## src/rtl/regfile_access_ctrl_pkg.sv

```systemverilog
// Shared types and constants for the register-file access controller.
package regfile_ctrl_pkg;

    localparam int DATA_W = 16;
    localparam int NREGS  = 8;
    localparam int REG_W  = $clog2(NREGS);

    typedef enum logic [1:0] {
        IDLE   = 2'd0,
        READ_A = 2'd1,
        READ_B = 2'd2,
        DONE   = 2'd3
    } state_t;

    // One write-back source (or the arbitrated write port)
    typedef struct packed {
        logic              valid;
        logic [REG_W-1:0]  wreg;
        logic [DATA_W-1:0] data;
    } wb_port_t;

    // Single-bit mask for a register index
    function automatic logic [NREGS-1:0] reg_onehot(input logic [REG_W-1:0] r);
        return NREGS'(1) << r;
    endfunction

endpackage

```

## src/rtl/regfile_access_ctrl_wb_arbiter.sv

```systemverilog
// Two-source round-robin arbiter for the register-file write port.
module wb_arbiter
    import regfile_ctrl_pkg::*;
(
    input  logic     clk,
    input  logic     rst_n,
    input  wb_port_t wb0,
    input  wb_port_t wb1,
    output logic     gnt0,
    output logic     gnt1,
    output wb_port_t wr
);
    logic ptr;   // 0: wb0 wins the next contended cycle
    logic both;

    assign both = wb0.valid && wb1.valid;

    // Grant: a lone requester always wins, contention goes by the pointer
    always_comb begin
        gnt0 = 1'b0;
        gnt1 = 1'b0;
        if (rst_n) begin
            if (both) begin
                gnt0 = !ptr;
                gnt1 = ptr;
            end else begin
                gnt0 = wb0.valid;
                gnt1 = wb1.valid;
            end
        end
    end

    // Mux the winner onto the write port; wr.valid is the write enable
    always_comb begin
        wr = '0;
        if (gnt0)      wr = wb0;
        else if (gnt1) wr = wb1;
    end

    // Pointer flips only when both sources competed
    always_ff @(posedge clk or negedge rst_n) begin
        if (!rst_n)    ptr <= 1'b0;
        else if (both) ptr <= !ptr;
    end

endmodule

```

## src/rtl/regfile_access_ctrl.sv

```systemverilog
// Operand-fetch sequencer, busy scoreboard and write-port arbitration
// around a 1R/1W register file.
module regfile_access_ctrl
    import regfile_ctrl_pkg::*;
(
    input  logic              clk,
    input  logic              rst_n,
    input  logic              req_valid,
    output logic              req_ready,
    input  logic [REG_W-1:0]  req_rs1,
    input  logic [REG_W-1:0]  req_rs2,
    input  logic              req_need_rs2,
    input  logic [REG_W-1:0]  req_rd,
    input  logic              req_has_rd,
    output logic              op_valid,
    input  logic              op_ready,
    output logic [DATA_W-1:0] op_a,
    output logic [DATA_W-1:0] op_b,
    output logic [REG_W-1:0]  rf_read_reg_num,
    input  logic [DATA_W-1:0] rf_read_data,
    output logic              rf_write,
    output logic [REG_W-1:0]  rf_write_reg_num,
    output logic [DATA_W-1:0] rf_write_data,
    input  logic              wb0_valid,
    output logic              wb0_ready,
    input  logic [REG_W-1:0]  wb0_reg,
    input  logic [DATA_W-1:0] wb0_data,
    input  logic              wb1_valid,
    output logic              wb1_ready,
    input  logic [REG_W-1:0]  wb1_reg,
    input  logic [DATA_W-1:0] wb1_data,
    output logic [NREGS-1:0]  busy
);
    state_t            state;
    logic [REG_W-1:0]  rs1_q, rs2_q, rd_q;
    logic              need_rs2_q, has_rd_q;
    wb_port_t          wb0, wb1, wr;
    logic              fwd, rd_stall, waw, accept;
    logic [DATA_W-1:0] rd_data;
    logic [NREGS-1:0]  clr_vec, set_vec;

    assign wb0 = '{valid: wb0_valid, wreg: wb0_reg, data: wb0_data};
    assign wb1 = '{valid: wb1_valid, wreg: wb1_reg, data: wb1_data};

    wb_arbiter u_arb (
        .clk  (clk),
        .rst_n(rst_n),
        .wb0  (wb0),
        .wb1  (wb1),
        .gnt0 (wb0_ready),
        .gnt1 (wb1_ready),
        .wr   (wr)
    );

    assign rf_write         = wr.valid;
    assign rf_write_reg_num = wr.wreg;
    assign rf_write_data    = wr.data;

    // Read select follows the operand being fetched, 0 otherwise
    always_comb begin
        rf_read_reg_num = '0;
        case (state)
            READ_A:  rf_read_reg_num = rs1_q;
            READ_B:  rf_read_reg_num = rs2_q;
            default: rf_read_reg_num = '0;
        endcase
    end

    // A write landing on the read register this cycle both bypasses the
    // array (which only updates at the edge) and releases the stall.
    assign fwd      = rf_write && (rf_write_reg_num == rf_read_reg_num);
    assign rd_stall = busy[rf_read_reg_num] && !fwd;
    assign rd_data  = fwd ? rf_write_data : rf_read_data;

    // Hold off handing out a new rd while an older write to it is pending,
    // unless that older write retires this very cycle.
    assign waw = has_rd_q && busy[rd_q] && !(rf_write && (rf_write_reg_num == rd_q));

    assign req_ready = rst_n && (state == IDLE);
    assign op_valid  = rst_n && (state == DONE) && !waw;
    assign accept    = op_valid && op_ready;

    assign clr_vec = rf_write ? reg_onehot(rf_write_reg_num) : '0;
    assign set_vec = (accept && has_rd_q) ? reg_onehot(rd_q) : '0;

    // Scoreboard: retiring writes clear, issued ops set; set wins on a tie
    always_ff @(posedge clk or negedge rst_n) begin
        if (!rst_n) busy <= '0;
        else        busy <= (busy & ~clr_vec) | set_vec;
    end

    // Fetch sequencer: latch request, read rs1 then optionally rs2, present
    always_ff @(posedge clk or negedge rst_n) begin
        if (!rst_n) begin
            state      <= IDLE;
            rs1_q      <= '0;
            rs2_q      <= '0;
            rd_q       <= '0;
            need_rs2_q <= 1'b0;
            has_rd_q   <= 1'b0;
            op_a       <= '0;
            op_b       <= '0;
        end else begin
            case (state)
                IDLE: if (req_valid) begin
                    rs1_q      <= req_rs1;
                    rs2_q      <= req_rs2;
                    need_rs2_q <= req_need_rs2;
                    rd_q       <= req_rd;
                    has_rd_q   <= req_has_rd;
                    op_b       <= '0;
                    state      <= READ_A;
                end
                READ_A: if (!rd_stall) begin
                    op_a  <= rd_data;
                    state <= need_rs2_q ? READ_B : DONE;
                end
                READ_B: if (!rd_stall) begin
                    op_b  <= rd_data;
                    state <= DONE;
                end
                DONE: if (accept) state <= IDLE;
                default: state <= IDLE;
            endcase
        end
    end

endmodule

```

## config.mk

```make
export PLATFORM = sky130hd
export DESIGN_NAME = regfile_access_ctrl
export DESIGN_NICKNAME = d
export VERILOG_FILES = /design/src/rtl/regfile_access_ctrl_pkg.sv /design/src/rtl/regfile_access_ctrl_wb_arbiter.sv /design/src/rtl/regfile_access_ctrl.sv
export SDC_FILE = /design/constraint.sdc
export NUM_CORES = 1
export LEC_CHECK = 0
export CAP_MARGIN = 20
export CORE_AREA = 5 5 79 117
export DETAILED_ROUTE_END_ITERATION = 6
export DIE_AREA = 0 0 84 122
export DONT_BUFFER_PORTS = 1
export PLACE_DENSITY_LB_ADDON = 0.15
export SLEW_MARGIN = 20
export SYNTH_ARGS = -nofsm -noshare
export SYNTH_HDL_FRONTEND = slang
export SYNTH_HIERARCHICAL = 1
export SYNTH_SLANG_ARGS = --single-unit
export TNS_END_PERCENT = 20
```

## constraint.sdc

```tcl
create_clock -name clk -period 3.2 [get_ports clk]
set_input_delay 0.64 -clock clk [delete_from_list [all_inputs] [get_ports clk]]
set_output_delay 0.64 -clock clk [all_outputs]
set_load 0.1 [all_outputs]
```

==> summary.txt, run 1 <==
Route
  • Drt pass-1 iters: 4
  • Routed vias/inst: 5.58
  • DR iter-0 viols: 68
  • Via count: 2448
  • Residual DRC: 0
  • Post-route antenna net violation count: 0
  • DRT Wirelength: 8850 um
  • Routed length per instance: 20.2 um

Floorplanning
  • Die width: 84 um
  • Die ar.: 10200 um2
  • Initial Util: 39.1%
  • Num ports: 138
  • Die Height: 122 um
  • Num rows: 41
  • Core area: 8210 um2

Cells and area
  • Ant. Diodes: 0
  • Fillers: 784
  • Reg area: 1350 um2
  • Multi-input logic area: 1820 um2
  • Area grow syn2layout: 20.1%
  • Share of layout cells above drive strength 1: 27.4%
  • Post-route insts no fill: 439
  • NumNets Final: 406

Worst setup path
  • Slowest cell on the critical path: dfrtp_1
  • Worst path max stage delay: 420 ps
  • CP Capture Type: primary output
  • Reg2reg setup slack: 260 ps
  • Worst path most repeated cell: nand2_1
  • CP Buf/Inv Count: 1
  • CP Launch Type: register
  • Setup CP Type: register to primary output
  • Arrival time worst endpoint: 2350 ps
  • Crit Path Max Fanout: 9
  • Crit path cell chain: nand2_1 -> nand2_1 -> o22ai_4 -> xnor2_2 -> nand2_1 -> nor3_2 -> o311a_4 -> buf_12
  • WP data required: 2560 ps
  • Critical path's top delay family: simple AND/OR/NAND/NOR gates

Placed design
  • RePlAce Congestion: 0.842
  • DP HPWL: 6900 um
  • Dpl cells: 429
  • I/O Buffers: 0

Timing
  • Minimum clock period: 2990 ps
  • # setup viols final: 0
  • Max Fclk: 335 MHz
  • RSZ-0062 raised after global routing: false
  • Actual slew at the worst max-slew pin: 1170 ps
  • Slew margin rel.: 22.1%
  • Skew final: 3.27 ps
  • Final hold violations: 0
  • Fin crit share: 93.3%
  • Setup TNS: 0 ps
  • Final max-slew violation count: 0

Synth
  • Largest family of logic cells by synthesized area: compound AO/OA/AOI/OAI gates
  • Synth Area in Compound Gates: 19.6%
  • Syn_nets: 389
  • Synth Area per Inst: 10.2 um2
  • Post-Synth Simple-Gate Area: 11.4%
  • Post-synthesis sequential area ratio: 42.1%
  • Area share of xor/xnor cells in the synthesized design: 1.87%
  • Synth cell types: 46
  • Post-synthesis adder-cell area fraction: 1.56%
  • Mux cell area share after synthesis: 16.2%
  • Post-Synthesis Cell Area: 3210 um2
  • Yosys reg bits: 54
  • YS warnings: 6
  • Cells after synthesis: 314

GRT
  • Initial antenna violation count: 0
  • Global route overflow: 0
  • GRT Total Usage: 17.5%
  • Vias in the first global route: 2672
  • First-pass GRT wire length: 14300 um
  • Pin count of the biggest net entering global routing: 98

Clocking
  • Post-CTS setup buffers: 0
  • CTS Buf Count: 5
  • Clk_lat worst skew: 290 ps
  • Clock transition at path regs: 70 ps
  • Post-CTS Resized: 0
  • TritonCTS clock tree: done
  • H-tree depth: 2
  • Max clock buf depth: 2
  • Clock sinks: 54
  • # hold bufs at CTS: 0
  • CTS Root Cell: clkbuf_16

Min path
  • Hold/Removal Path Class: input port to async pin

Flow run
  • Max Cap Viol: 0

Run status
  • Outcome: completed
-- layer usage --
layer | vias up | wire length, um | GRT usage [%]
met2 | 100 | 4750 | 32.1
met3 | 18 | 758 | 5.95
met1 | 1182 | 3130 | 18.2
met5 | - | 0 | 0
met4 | 0 | 214 | 7.14
li1 | 1148 | - | -
-- cells by family after synthesis --
kind of cell,Yosys count
mux,49
buf+inv,47
fa+ha+maj,4
xor+xnor,6
simple gates,81
compound gates,73
flops,54
-- path summary, 6_finish.rpt --
| path | start | endpoint | cells after the start |
|---|---|---|---|
| setup / recovery | u_arb/ptr$_DFFE_PN0N_ | op_valid | 8 |
| hold / removal | rst_n | op_a[9]$_DFFE_PN0P_ | 0 |
| setup reg to reg | state[1]$_DFFE_PN0P_ | op_b[0]$_DFFE_PN0P_ | 8 |
| hold reg to reg | u_arb/ptr$_DFFE_PN0N_ | u_arb/ptr$_DFFE_PN0N_ | 1 |
| max in group asynchronous | rst_n | rs1_q[0]$_DFFE_PN0P_ | 0 |
| min in group clk | wb0_valid | u_arb/ptr$_DFFE_PN0N_ | 2 |
-- registers in the layout (all words and copies together) (netlist names), 2 cells and up --
signal and cells:
rs1_q 3, op_a 16, rs2_q 3, state 2
busy 8, rd_q 3, op_b 16
-- cell usage after synthesis, drive strengths merged --
cell	count	area share [%]
mux2i	35	11
inv	27	3.2
buf	18	3.9
a311oi	1	0.82
nor3	2	0.66
or3	1	0.20
a2bb2oi	1	0.27
o21ai	11	2.2
mux4	1	0.70
a22o	3	1.1
and3	1	0.20
a22oi	2	0.47
xnor2	4	1.3
xor2	2	0.55
o211ai	1	0.66
nand2	57	7.2
o41a	1	0.35
nor2	8	0.94
nor2b	2	0.39
o32ai	1	0.86
o2bb2ai	16	4.4
clkbuf	2	0.23
o311ai	2	0.55
dfrtp	54	42
ha	4	1.6
o311a	2	0.62
nand3	4	0.62
o31ai	7	2.1
mux2	13	4.6
o22ai	19	3.7
nand2b	5	0.98
and2	1	0.20
a32o	4	1.2
a21oi	2	0.31
-- through the flow --
step	hold slack, ps	util, %	setup WS [ps]	instance area [um2]
2_1_floorplan	344	-	1.68	3310
3_3_place_gp	346	44.3	253	3640
3_5_place_dp	347	44.4	199	3640
4_1_cts	25.1	46.5	170	3810
5_1_grt	16.9	47.0	40.5	3850
6_report	37.4	47.0	213	3850
-- cell usage in the layout, fill, tap and decap left out, drive strengths merged, types with 3 or more instances in the layout --
cell     count
a22o         3
nand3        4
clkbuf       6
mux2i       35
xnor2        4
buf         29
dfrtp       54
o31ai        7
nand2       57
mux2        13
nand2b       5
o21ai       11
o22ai       19
a32o         4
inv         27
nor2         8
ha           4
o2bb2ai     16
-- final cells by class --
type,instances,area share [%]
Tap cell,107,3.47
Multi-Input combinational cell,213,47.2
Clock inverter,3,1.17
Timing Repair Buffer,30,7.24
Sequential cell,54,35.1
Clock buffer,5,3.25
Inverter,27,2.63
Power of run 1 is left out: the tool's default activity adds up to more than one toggle a clock period on the data nets, which glitch-free logic cannot reach.
==> inputs of run 2 (changes only) <==
==> constraint.sdc (replaced) <==
create_clock -name clk -period 3.2 [get_ports clk]
set_input_delay 0.96 -clock clk [delete_from_list [all_inputs] [get_ports clk]]
set_output_delay 0.96 -clock clk [all_outputs]
set_load 0.1 [all_outputs]
==> run 2 against run 1 <==
Register-to-register slack improved by 110 ps; highest routed layer unchanged; via count rose by 4.1%; worst hold slack better by 320 ps; clock skew about the same; routed wire length up 4.2%; critical path depth shrank 4; first-iteration DRC count grew 63%.
==> summary.txt, run 2 (synthesized netlist as in run 1, its figures left out) <==
Clocking
  • Max clock buf depth: 2 (unchanged)
  • Clk_lat worst skew: 290 ps (about the same)
  • CTS Root Cell: clkbuf_16
  • TritonCTS clock tree: done
  • H-tree depth: 2 (unchanged)
  • # hold bufs at CTS: 0 (unchanged)
  • Clock transition at path regs: 70 ps (about the same)
  • CTS Buf Count: 5 (unchanged)
  • Clock sinks: 54 (unchanged)

Placed design
  • RePlAce Congestion: 0.857 (+1.8%)
  • Area after DPL: 3900 um2 (+6.9%)
  • Dpl cells: 441 (+2.8%)
  • I/O Buffers: 0 (unchanged)
  • DP HPWL: 7250 um (+5.1%)

Timing
  • # setup viols final: 0 (unchanged)
  • RSZ-0062 raised after global routing: true
  • Hold WS: 354 ps (+317 ps)
  • Minimum clock period: 3180 ps (+192 ps)
  • Fin crit share: 99.3% (+6.0 points)
  • Actual slew at the worst max-slew pin: 1150 ps (-16.7 ps)
  • Max Fclk: 315 MHz (-6.1%)
  • Slew margin rel.: 23.2% (+1.1 points)
  • Skew final: 3.39 ps (+0.125 ps)
  • Final max-slew violation count: 0 (unchanged)
  • Final hold violations: 0 (unchanged)

Run status
  • Outcome: completed

Route
  • DRT Wirelength: 9220 um (+4.2%)
  • Residual DRC: 0 (unchanged)
  • DR iter-0 viols: 111 (+63%)
  • Routed vias/inst: 5.66 (+1.6%)
  • Routed length per instance: 20.5 um (+1.6%)
  • Post-route antenna net violation count: 0 (unchanged)
  • Via count: 2549 (+4.1%)
  • Drt pass-1 iters: 4 (unchanged)

Floorplanning
  • Die ar.: 10200 um2 (unchanged)
  • Core area: 8210 um2 (unchanged)
  • Num rows: 41 (unchanged)
  • Initial Util: 39.1% (unchanged)
  • Die width: 84 um (unchanged)
  • Die Height: 122 um (unchanged)
  • Num ports: 138 (unchanged)

GRT
  • Initial antenna violation count: 0 (unchanged)
  • Vias in the first global route: 2693 (+0.79%)
  • GRT Total Usage: 18.0% (+0.44 points)
  • First-pass GRT wire length: 14500 um (+1.3%)
  • Pin count of the biggest net entering global routing: 98 (unchanged)
  • Global route overflow: 0 (unchanged)

Worst setup path
  • Worst r2r src: state[0]$_DFFE_PN0P_
  • CP Capture Type: primary output
  • Crit Path Max Fanout: 11 (+2)
  • CP Launch Type: input port
  • Worst path most repeated cell: nand2_2
  • Slowest cell on the critical path: o22ai_2
  • Setup CP Type: input port to primary output
  • Reg2reg setup slack: 370 ps (+110 ps)
  • Critical path's top delay family: compound AO/OA/AOI/OAI gates
  • Worst setup startpoint: wb1_valid
  • Arrival time worst endpoint: 2220 ps (-130 ps)
  • CP Buf/Inv Count: 1 (unchanged)
  • Worst path max stage delay: 850 ps (+430 ps)
  • WP data required: 2240 ps (-320 ps)
  • Crit path cell chain: nand2_2 -> nand2_2 -> buf_12 -> o22ai_2

Cells and area
  • NumNets Final: 417 (+2.7%)
  • Biggest registers after layout: op_a: 16 flops, op_b: 16 flops, busy: 8 flops
  • Commonest non-fill, non-tap cell in the layout: dfrtp_1
  • Ant. Diodes: 0 (unchanged)
  • Post-route insts no fill: 450 (+2.5%)
  • Share of layout cells above drive strength 1: 30.9% (+3.5 points)
  • Area grow syn2layout: 27.6%
  • Commonest cells after routing, fill and taps aside: dfrtp_1, nand2_1, mux2i_1, buf_4, inv_1
  • Post-Layout Inst Area: 4090 um2 (+6.2%)

Flow run
  • Max Cap Viol: 0 (unchanged)

Min path
  • Hold/Removal Path Class: input port to async pin
==> run 2: stage by stage <==
step                      setup WS, ps  TNS (ps)  util (%)
after floorplan                   -620    -14740         -
after global placement           -5.92     -5.92      47.5
after detailed placement         -88.8     -1470      47.5
after CTS                         5.31         0      49.6
after global routing             -23.8      -104      49.9
final                             20.8         0      49.9
==> run 2: cell type report <==
class | count | area (um2)
inverter | 27 | 114
clock inverter | 3 | 40.0
multi-input combinational | 213 | 1850
sequential | 54 | 1350
tap | 107 | 134
clock buffer | 5 | 125
fill | 768 | 4120
timing repair buffer | 41 | 483
==> run 2: what timing repair did <==
action / in CTS / in global routing
endpoints found under the setup margin: 1 / 8
pin swaps: 2 / 1
gates resized for setup: 0 / 3
buffers inserted: 1 / 0
==> run 2: worst paths after layout <==
kind	end	cells after the start
hold reg to reg	need_rs2_q$_DFFE_PN0P_	1
hold / removal	op_b[4]$_DFFE_PN0P_	0
min in group clk	need_rs2_q$_DFFE_PN0P_	1
max in group asynchronous	busy[6]$_DFF_PN0_	0
setup / recovery	rf_write_data[4]	4
setup reg to reg	op_b[9]$_DFFE_PN0P_	8
==> run 2: routing by layer <==
metal | track usage, % | part of all wire [%] | wire length [um]
met4 | 6.54 | 2.0 | 180
met5 | 0 | 0 | 0
met3 | 5.82 | 7.5 | 692
met1 | 19.1 | 35 | 3240
met2 | 33.0 | 55 | 5100
Power of run 2 is left out for the same reason.
==> inputs of run 3 (changes only) <==
--- a/config.mk
+++ b/config.mk
@@ -10,6 +10,7 @@
 export DETAILED_ROUTE_END_ITERATION = 6
 export DIE_AREA = 0 0 84 122
 export DONT_BUFFER_PORTS = 1
+export MAX_ROUTING_LAYER = met4
 export PLACE_DENSITY_LB_ADDON = 0.15
 export SLEW_MARGIN = 20
 export SYNTH_ARGS = -nofsm -noshare
==> run 3 against run 2 <==
Count of clock-buffer cells in the layout unchanged; clock skew hardly changed; global-route usage increased by 0.52 points; via count fell by 0.12%; first-iteration DRC count is 4.5% higher; utilization unchanged; critical path depth unchanged; final area did not move; critical path type unchanged; critical endpoint unchanged; largest cell class unchanged.
==> summary.txt, run 3 (synthesized netlist as in run 1, its figures left out) <==
Timing
  • Slew margin rel.: 23.2% (about the same)
  • Minimum clock period: 3180 ps (-0.462 ps)
  • RSZ-0062 raised after global routing: true
  • Setup TNS: 0 ps (unchanged)
  • Skew final: 3.01 ps (-0.387 ps)
  • Final hold violations: 0 (unchanged)
  • Fin crit share: 99.3% (about the same)
  • Final max-slew violation count: 0 (unchanged)
  • # setup viols final: 0 (unchanged)
  • Max Fclk: 315 MHz (about the same)
  • Actual slew at the worst max-slew pin: 1150 ps (+0.0456 ps)

Floorplanning
  • Num rows: 41 (unchanged)
  • Die width: 84 um (unchanged)
  • Die ar.: 10200 um2 (unchanged)
  • Die Height: 122 um (unchanged)
  • Core area: 8210 um2 (unchanged)
  • Initial Util: 39.1% (unchanged)
  • Num ports: 138 (unchanged)

Min path
  • Hold/Removal Path Class: input port to async pin

GRT
  • Vias in the first global route: 2688 (-0.19%)
  • First-pass GRT wire length: 14500 um (about the same)
  • GRT Total Usage: 18.5% (+0.52 points)
  • Initial antenna violation count: 0 (unchanged)
  • Pin count of the biggest net entering global routing: 98 (unchanged)
  • Global route overflow: 0 (unchanged)

Worst setup path
  • Setup CP Type: input port to primary output
  • WP data required: 2240 ps (about the same)
  • CP Launch Type: input port
  • CP Capture Type: primary output
  • Arrival time worst endpoint: 2220 ps (about the same)
  • FF-to-FF path depth: 8 (unchanged)
  • Crit Path Max Fanout: 11 (unchanged)

Clocking
  • Clock transition at path regs: 70 ps (about the same)
  • # hold bufs at CTS: 0 (unchanged)
  • Clock sinks: 54 (unchanged)
  • CTS Buf Count: 5 (unchanged)
  • Max clock buf depth: 2 (unchanged)
  • CTS Root Cell: clkbuf_16
  • H-tree depth: 2 (unchanged)
  • TritonCTS clock tree: done
  • Clk_lat worst skew: 290 ps (about the same)

Route
  • DR iter-0 viols: 116 (+4.5%)
  • Residual DRC: 0 (unchanged)
  • Routed length per instance: 20.5 um (-0.13%)
  • Routed vias/inst: 5.66 (-0.12%)
  • Drt pass-1 iters: 4 (unchanged)
  • Post-route antenna net violation count: 0 (unchanged)
  • DRT Wirelength: 9210 um (-0.13%)
  • Via count: 2546 (-0.12%)

Run status
  • Outcome: completed

Cells and area
  • Share of layout cells above drive strength 1: 30.9% (unchanged)
  • Area grow syn2layout: 27.6% (unchanged)
  • Ant. Diodes: 0 (unchanged)
  • Commonest non-fill, non-tap cell in the layout: dfrtp_1
  • Commonest cells after routing, fill and taps aside: dfrtp_1, nand2_1, mux2i_1, buf_4, inv_1
  • NumNets Final: 417 (unchanged)
  • Post-route insts no fill: 450 (unchanged)
  • Biggest registers after layout: op_a: 16 flops, op_b: 16 flops, busy: 8 flops

Placed design
  • Dpl cells: 441 (unchanged)
  • DP HPWL: 7250 um (unchanged)
  • I/O Buffers: 0 (unchanged)
  • RePlAce Congestion: 0.871 (+1.6%)

Flow run
  • Max Cap Viol: 0 (unchanged)
## run 3: cell counts in the layout (fill, tap and decap cells not counted)
Identical to the previous run, type by type.
## run 3: per-stage QoR
step / hold slack (ps) / util, % / area (um2) / setup WS (ps)
final: 355 / 49.9 / 4090 / 21.3
after global routing: 338 / 49.9 / 4090 / -23.8
after CTS: 341 / 49.6 / 4070 / 5.31
after detailed placement: 496 / 47.5 / 3900 / -88.8
after global placement: 488 / 47.5 / 3900 / -5.92
after floorplan: 474 / - / 3360 / -620
## run 3: worst paths after layout
path,startpoint,end,slack (ps)
max reg2reg,state[0]$_DFFE_PN0P_,op_b[9]$_DFFE_PN0P_,370
max,wb1_valid,rf_write_data[4],20
min,rst_n,op_b[4]$_DFFE_PN0P_,350
min reg2reg,need_rs2_q$_DFFE_PN0P_,need_rs2_q$_DFFE_PN0P_,510
max in group asynchronous,rst_n,busy[6]$_DFF_PN0_,2700
min in group clk,need_rs2_q$_DFFE_PN0P_,need_rs2_q$_DFFE_PN0P_,510
## run 3: cell type report
| type | instances | area (um2) |
|---|---|---|
| clock buffers | 5 | 125 |
| clock inverters | 3 | 40.0 |
| fillers | 768 | 4120 |
| inverters | 27 | 114 |
| multi-input cells | 213 | 1850 |
| flip-flops and latches | 54 | 1350 |
| well taps | 107 | 134 |
| repair buffers | 41 | 483 |
## run 3: per-layer routing
layer	vias up	wire length, um	global-route usage, %
met3	12	650	5.62
met4	0	161	6.54
met5	-	0	-
met2	111	5140	33.0
li1	1173	-	-
met1	1250	3260	19.2
## run 3: critical path, cell delays in order
cell and delay [ps]:
nand2_2 50, nand2_2 150, buf_12 210, o22ai_2 850
## run 3: what timing repair did
item / in CTS / in global routing
setup endpoints to repair: 1 / 8
gates resized for setup: 0 / 3
buffers inserted: 1 / 0
pin swaps: 2 / 1
Power of run 3 is left out for the same reason.
==> RTL change: new RTL, flow settings as in run 1 <==
`NREGS`: 8 -> 4.
--- a/src/rtl/regfile_access_ctrl_pkg.sv
+++ b/src/rtl/regfile_access_ctrl_pkg.sv
@@ -3,5 +3,5 @@
 
     localparam int DATA_W = 16;
-    localparam int NREGS  = 8;
+    localparam int NREGS  = 4;
     localparam int REG_W  = $clog2(NREGS);
 
Interface: changed (8 resized); port bits go from 138 to 127. No check against the original RTL was run, so the function may have changed too.
==> RTL change against run 1 <==
  * Routed wire length shrank 13%
  * Worst hold slack gained 0.0038 ns
  * Setup slack gained 0.22 ns
  * Clock skew grew 0.0010 ns
  * Cell area shrank 17%
  * Critical path depth is the same
  * Largest cell class unchanged
  * Synthesized area shrank 20%
  * Via count shrank 15%
  * Non-clock buffer count grew 1
  * Maximum frequency grew 8.0%
  * Sequential cell count shrank 7
Power is left out: the tool's default activity adds up to more than one toggle a clock period on the data nets, which glitch-free logic cannot reach.
==> RTL change: results (changes against run 1) <==
Synthesized Nets=332 (-15%); first-pass GRT wire length=12100 microns (-16%); pin count of the biggest net entering global routing=89 (-9.2%); reg2reg path depth=7 (-1); WL met2=4030 microns (-15%); ys async rst share=1.00 (unchanged); root buffer cell=clkbuf_16; CP max stage cell=dfrtp_1; skew final=0.00427 ns (+0.00100 ns); Synth warnings=6 (unchanged); CP max stage delay=0.45 ns (+0.03 ns); Cell variety after synth=41 (-11%); H-tree depth=2 (unchanged); Worst-Margin Slew=1.16 ns (-0.00881 ns); Via density=5.27 (-5.5%); Hold WS=0.0413 ns (+0.00384 ns); arrival time at the worst endpoint=2.12 ns (-0.23 ns); first-pass detailed-route iteration total=6 (+2); Top Registers=op_a (16), op_b (16), busy (4); WL/cell=19.6 microns (-2.7%); Num CTS Buffers=5 (unchanged); most common library cells after synthesis=nand2_1 (58), dfrtp_1 (47), o21ai_0 (21); HPWL Detailed=5920 microns (-14%); Iter 0 DRT Violations=52 (-24%); Crit Path Max Fanout=19 (+10); vias in the first global route=2183 (-18%); reg2reg start=state[0]$_DFFE_PN0P_; Placement Setup Slack=0.562 ns (+0.364 ns); met3 routed WL=722 microns (-4.7%); Synth area leaders=dfrtp_1 (46%), nand2_1 (8.5%), mux2i_1 (6.2%), o2bb2ai_1 (5.5%), o22ai_1 (4.4%); port buffer count=0 (unchanged); type of the most critical hold path=input pin to asynchronous set/reset pin; # nets final=355 (-13%); run status=finished clean; initial antenna violation count=0 (unchanged); share of cells above drive strength 1=0.297 (+0.0231); setup bufs post-CTS=0 (unchanged); Post-Syn Instances=262 (-17%); register area share after synthesis=0.458 (+0.0371); Final GP Congestion=0.847 (+0.52%); R2R Setup Slk=0.64 ns (+0.38 ns); DRT met1 WL=2860 microns (-8.6%); fin cells=393 (-10%); Fillers=828 (+5.6%); Clk Latency, worst-skew pair=0.29 ns (about the same); Reg clk slew, reported paths=0.07 ns (about the same); reg2reg end=op_a[0]$_DFFE_PN0P_; Peak Freq=0.362 GHz (+8.0%); Inserted Diodes=0 (unchanged); Placed Area=3050 sq um (-16%); gr usage total=0.152 (-0.0230); post_cts resized=0 (unchanged)
## RTL change: final cells by class
class	count	area (sq um)	share of cell area
well taps	107	134	0.0416
repair buffers	31	245	0.0763
multi-input cells	190	1440	0.448
inverters	10	50.0	0.0156
clock buffers	5	125	0.0389
clock inverters	3	43.8	0.0136
flip-flops and latches	47	1180	0.366
## RTL change: worst max path at each step
stage | cells past startpoint | from | to | slack (ns)
3_3_place_gp | 4 | wb0_valid | rf_write_data[6] | 0.60
3_5_place_dp | 7 | wb1_valid | op_a[0]$_DFFE_PN0P_ | 0.56
4_1_cts | 8 | u_arb/ptr$_DFFE_PN0N_ | op_valid | 0.41
6_report | 8 | u_arb/ptr$_DFFE_PN0N_ | op_valid | 0.44
2_1_floorplan | 8 | wb0_valid | op_valid | -0.05
5_1_grt | 8 | u_arb/ptr$_DFFE_PN0N_ | op_valid | 0.33
## RTL change: routing by layer
layer,GRT usage,vias to the layer above
li1,-,983
met1,0.156,992
met2,0.277,89
met3,0.0677,6
met4,0.0453,0
met5,0,-
## RTL change: logic make-up (layout without fill, tap and decap cells)
logic type,Yosys count,count (layout),share of synthesized area
buffers and inverters,25,49,0.0507
flip-flops,47,47,0.458
AND/OR/NAND/NOR,83,83,0.141
adder cells (fa/ha/maj),4,4,0.0195
multiplexers,26,26,0.112
AO/OA/AOI/OAI,74,74,0.208
XOR/XNOR,3,3,0.0102
## RTL change: per-stage QoR
step            util  TNS [ns]
2_1_floorplan      -   -0.0496
3_3_place_gp   0.371         0
3_5_place_dp   0.371         0
4_1_cts        0.392         0
5_1_grt        0.392         0
6_report       0.392         0
